[src/rtl/priority_arbiter_4.sv]
// priority_arbiter_4: 4-way arbiter with grant hold limit, one-cycle release gap and forced preemption.
// Define PRIORITY_ARBITER_ROUND_ROBIN_EN to rotate the search start after each grant instead of fixed priority.
module priority_arbiter_4 #(
  parameter int MAX_HOLD = 8
) (
  input  logic       clk,
  input  logic       rst_n,
  input  logic [3:0] req,
  output logic [3:0] gnt,
  output logic [1:0] gnt_id,
  output logic       gnt_vld,
  output logic       preempt
);
  typedef enum logic [1:0] {IDLE, GRANT, GAP} state_t;
  localparam logic [7:0] MH = 8'(MAX_HOLD);
  state_t state_q, state_d;
  logic [1:0] owner_q, owner_d, gnt_id_q, gnt_id_d;
  logic [7:0] hold_q, hold_d;
  logic [3:0] gnt_q, gnt_d, owner_oh, cand;
  logic gnt_vld_q, gnt_vld_d, preempt_q, preempt_d, others, any;
  logic [1:0] start, idx, win;
`ifdef PRIORITY_ARBITER_ROUND_ROBIN_EN
  logic [1:0] last_owner_q, last_owner_d;
  assign start = last_owner_q - 2'd1;
`else
  assign start = 2'd3;
`endif
  assign owner_oh = 4'b0001 << owner_q;
  assign others = |(req & ~owner_oh);
  // after a forced release the old owner steps aside only if someone else is waiting
  assign cand = req & ((state_q == GAP && preempt_q && others) ? ~owner_oh : 4'hf);
  assign any = |cand;
  always_comb begin
    win = '0;
    idx = '0;
    for (int k = 3; k >= 0; k--) begin
      idx = start - 2'(k);
      if (cand[idx]) win = idx;
    end
  end
  always_comb begin
    state_d = state_q;
    owner_d = owner_q;
    hold_d = hold_q;
    gnt_d = '0;
    gnt_vld_d = 1'b0;
    gnt_id_d = gnt_id_q;
    preempt_d = 1'b0;
`ifdef PRIORITY_ARBITER_ROUND_ROBIN_EN
    last_owner_d = last_owner_q;
`endif
    case (state_q)
      GRANT: begin
        if (!req[owner_q]) begin
          state_d = GAP;
        end else if (hold_q == MH && others) begin
          state_d = GAP;
          preempt_d = 1'b1;
        end else begin
          gnt_d = owner_oh;
          gnt_vld_d = 1'b1;
          hold_d = (hold_q == MH) ? hold_q : hold_q + 8'd1;
        end
      end
      default: begin
        if (any) begin
          state_d = GRANT;
          owner_d = win;
          hold_d = 8'd1;
          gnt_d = 4'b0001 << win;
          gnt_vld_d = 1'b1;
          gnt_id_d = win;
`ifdef PRIORITY_ARBITER_ROUND_ROBIN_EN
          last_owner_d = win;
`endif
        end else begin
          state_d = IDLE;
          hold_d = 8'd0;
        end
      end
    endcase
  end
  always_ff @(posedge clk or negedge rst_n) begin
    if (!rst_n) begin
      state_q <= IDLE;
      owner_q <= '0;
      hold_q <= '0;
      gnt_q <= '0;
      gnt_vld_q <= 1'b0;
      gnt_id_q <= '0;
      preempt_q <= 1'b0;
`ifdef PRIORITY_ARBITER_ROUND_ROBIN_EN
      last_owner_q <= '0;
`endif
    end else begin
      state_q <= state_d;
      owner_q <= owner_d;
      hold_q <= hold_d;
      gnt_q <= gnt_d;
      gnt_vld_q <= gnt_vld_d;
      gnt_id_q <= gnt_id_d;
      preempt_q <= preempt_d;
`ifdef PRIORITY_ARBITER_ROUND_ROBIN_EN
      last_owner_q <= last_owner_d;
`endif
    end
  end
  assign gnt = gnt_q;
  assign gnt_id = gnt_id_q;
  assign gnt_vld = gnt_vld_q;
  assign preempt = preempt_q;
endmodule

[config.mk]
export PLATFORM = sky130hd
export DESIGN_NAME = priority_arbiter_4
export DESIGN_NICKNAME = d
export VERILOG_FILES = /design/src/rtl/priority_arbiter_4.sv
export SDC_FILE = /design/constraint.sdc
export NUM_CORES = 1
export LEC_CHECK = 0
export ABC_AREA = 1
export ABC_CLOCK_PERIOD_IN_PS = 2850
export CORE_ASPECT_RATIO = 1.5
export CORE_MARGIN = 5
export CORE_UTILIZATION = 41
export DETAILED_ROUTE_END_ITERATION = 12
export SYNTH_ARGS = -nofsm -noshare
export SYNTH_HDL_FRONTEND = slang
export SYNTH_SLANG_ARGS = --single-unit
[constraint.sdc]
create_clock -name clk -period 2.85 [get_ports clk]
set_input_delay 0.4275 -clock clk [delete_from_list [all_inputs] [get_ports clk]]
set_output_delay 0.4275 -clock clk [all_outputs]
set_load 0.01 [all_outputs]
==> summary.txt <==
Die
  • Die Span Y: 72.85 µm
  • Effective utilization at floorplan: 43.59%
  • Overall die area: 0.003781 mm²
  • Row cnt: 22
  • I/O pin count: 14
  • Die width: 51.90 µm
  • Core area: 0.002477 mm²

Timing
  • Number of hold violations in the final report: 0
  • Peak clock frequency supported by timing: 555.1 MHz
  • Number of endpoints failing setup at the final stage: 0
  • Crit path setup slack, layout: 1.048 ns
  • Shortest clock period the worst path allows after layout: 1.802 ns
  • Max-slew violation total from the final report: 0
  • Setup total negative slack: 0 ns
  • RSZ-0062 raised after global routing: no
  • Period utilization: 63.21%
  • Relative slew slack: 47.58%
  • Worst Skew: 0.001768 ns
  • Actual slew at the worst max-slew pin: 0.7838 ns

Detailed routing
  • Antenna-violating nets left: 0
  • DRC violation count after routing: 0
  • Routed via count: 929
  • WL per Instance: 12.70 µm
  • Detailed Route Iter0 Violations: 7
  • Detailed Route WL: 2222 µm
  • Routed via count divided by cell count: 5.309
  • TritonRoute pass-1 iters: 4

Cells and area
  • Number of nets in the finished design: 161
  • Layout Area Growth over Synthesis: 16.92%
  • Layout filler cell count: 231
  • Share of layout cells above drive strength 1: 18.54%
  • Number of diodes added for antenna fixing: 0

Worst setup path
  • Type of origin of the critical path: register
  • Critical Path Max Stage Delay: 0.59 ns
  • Number of buffers and inverters on the critical path: 1
  • Family with the most delay on the worst path: buffers and inverters
  • CP required: 2.42 ns
  • Top fanout value on the critical path: 8
  • Nature of the critical path endpoint: output pin
  • Flop2flop setup slack: 1.16 ns
  • Ordered list of cells on the worst path: clkdlybuf4s50_1
  • Arrival time worst endpoint: 1.37 ns
  • Slowest library cell on the worst path: sky130_fd_sc_hd__clkdlybuf4s50_1
  • Start-to-end type of the worst setup path: reg -> out

Hold path
  • Type of the most critical hold path: reg -> reg

Synth
  • Total of flip-flops plus latches after synthesis: 18
  • Warnings, synthesis: 0
  • Part of the Yosys area used for sequential elements: 41.71%
  • Net count of the mapped netlist: 143
  • Mean area per synthesized cell: 7.998 µm²
  • Post-Syn Instances: 135
  • Number of distinct library cells after synthesis: 26
  • Summed instance area of the synthesized netlist: 0.001080 mm²

Place
  • Detailed Place HPWL: 1788 µm
  • Number of buffers added on ports: 13
  • Setup slack after placement: 0.8815 ns
  • Routability Congestion: 0.8252

Run
  • MaxCap Viol Count: 0

Global routing
  • Maximum number of pins on one net before global-route repair: 19
  • Initial antenna violation count: 0
  • First-pass GRT wire length: 3898 µm
  • GRT Util Overall: 13.58%
  • Overflow left after global routing: 0
  • Vias in the first global route: 913

Clocking
  • Number of buffers inserted to repair setup after CTS: 0
  • Clock transition at the registers of the reported paths: 0.09 ns
  • Gates resized, CTS repair: 0
  • Clock network latency to the later pin of the worst-skew pair: 0.29 ns
  • Root Driver: sky130_fd_sc_hd__clkbuf_4
  • CTS H-Tree Depth: 1
  • Cts bufs inserted: 3
  • Hold-fix buffers at CTS: 0
  • Maximum count of clock buffers along a single path: 2
  • Clock sinks: 18
  • CTS tree: yes

Power and ir drop
  • Power density cells: 830.3 mW/mm²
  • Largest voltage drop on the vdd net: 286.2 µV
  • Post-layout power: 0.001048 W
  • Total leakage power: 0.6145 nW

Outcome
  • Status: finished, final reports clean
layer usage:
layer	wire length, µm	share of wire (%)	up-vias	global-route usage, %
met5	0	0	-	0
met2	1214	55	21	25.17
met1	883	40	431	14.36
met4	39	1.8	0	6.414
met3	85	3.8	5	2.249
li1	-	-	472	-
placed cells by master, fill, tap and decap left out, types with 2 or more instances in the layout:
cell                              instances
sky130_fd_sc_hd__nand4_1                  7
sky130_fd_sc_hd__nand2_1                 31
sky130_fd_sc_hd__nand2_4                  2
sky130_fd_sc_hd__xor2_1                   3
sky130_fd_sc_hd__dfrtp_1                 18
sky130_fd_sc_hd__inv_2                    5
sky130_fd_sc_hd__clkdlybuf4s50_1         13
sky130_fd_sc_hd__clkbuf_4                 3
sky130_fd_sc_hd__nand3_2                  5
sky130_fd_sc_hd__nor2_2                   2
sky130_fd_sc_hd__nand2_2                  8
sky130_fd_sc_hd__nand3_1                  5
sky130_fd_sc_hd__nor2_1                  11
sky130_fd_sc_hd__o21ai_0                  2
sky130_fd_sc_hd__o22ai_1                  2
sky130_fd_sc_hd__inv_1                   14
sky130_fd_sc_hd__a21oi_1                  3
sky130_fd_sc_hd__o21ai_1                  6
sky130_fd_sc_hd__ha_1                     2
final timing paths:
kind / end / startpoint / depth (start not counted)
worst max-delay path: gnt_id[0] / gnt_id[0] / 1
worst min-delay path: hold_q[4] / hold_q[4] / 2
worst max register to register: hold_q[0] / hold_q[0] / 8
worst min register to register: hold_q[4] / hold_q[4] / 2
max in group asynchronous: gnt[3] / rst_n / 1
min in group asynchronous: hold_q[1] / rst_n / 1
cell usage after synthesis (all sizes together):
cell / instances / area share, %
or2: 2 / 1.2
a21oi: 3 / 1.4
nor3b: 2 / 2.4
ha: 2 / 2.3
o22ai: 2 / 1.2
nand3: 10 / 7.0
and3: 1 / 0.58
nor2: 13 / 5.0
nand4: 7 / 4.1
clkinv: 1 / 0.35
nand2: 41 / 17
a31o: 1 / 0.81
a211oi: 1 / 0.70
inv: 19 / 6.6
a31oi: 1 / 1.2
xor2: 3 / 2.4
dfrtp: 18 / 42
o21ai: 8 / 3.7
stage by stage:
stage / hold slack (ns) / instances / utilization, % / cell area, µm²
2_1_floorplan: 0.1319 / 135 / - / 1080
3_3_place_gp: 0.5339 / 172 / 50.05 / 1240
3_5_place_dp: 0.5517 / 172 / 50.05 / 1240
4_1_cts: 0.5725 / 175 / 50.96 / 1262
5_1_grt: 0.6205 / 175 / 50.96 / 1262
6_report: 0.5760 / 175 / 50.96 / 1262
final cells by class:
cell class / instances / area, µm² / area share [%]
clock buffer: 3 / 22.52 / 1.784
inverter: 20 / 75.07 / 5.946
multi-input combinational: 97 / 554.3 / 43.90
sequential: 18 / 450.4 / 35.68
tap: 24 / 30.03 / 2.379
timing repair buffer: 13 / 130.1 / 10.31
state kept, by name, indices dropped and copies added (netlist names):
register and flops:
gnt_id 2, preempt 1, gnt 4, hold_q 8, state_q 2, gnt_vld 1
where the power goes:
group	leakage, nW	switching (W)	internal, W
Combinational	0.371	0.000340	0.000207
Sequential	0.230	0.0000580	0.000324
Clock	0.0138	0.0000700	0.0000491
kinds of logic (layout without fill, tap and decap cells):
kind of cell / Yosys count / after routing / share of synthesized area [%]
buf+inv: 20 / 36 / 6.952
fa+ha+maj: 2 / 2 / 2.317
compound gates: 16 / 16 / 8.922
simple gates: 76 / 76 / 37.66
flops: 18 / 18 / 41.71
xor+xnor: 3 / 3 / 2.434
Power figures use the tool's default switching activity.
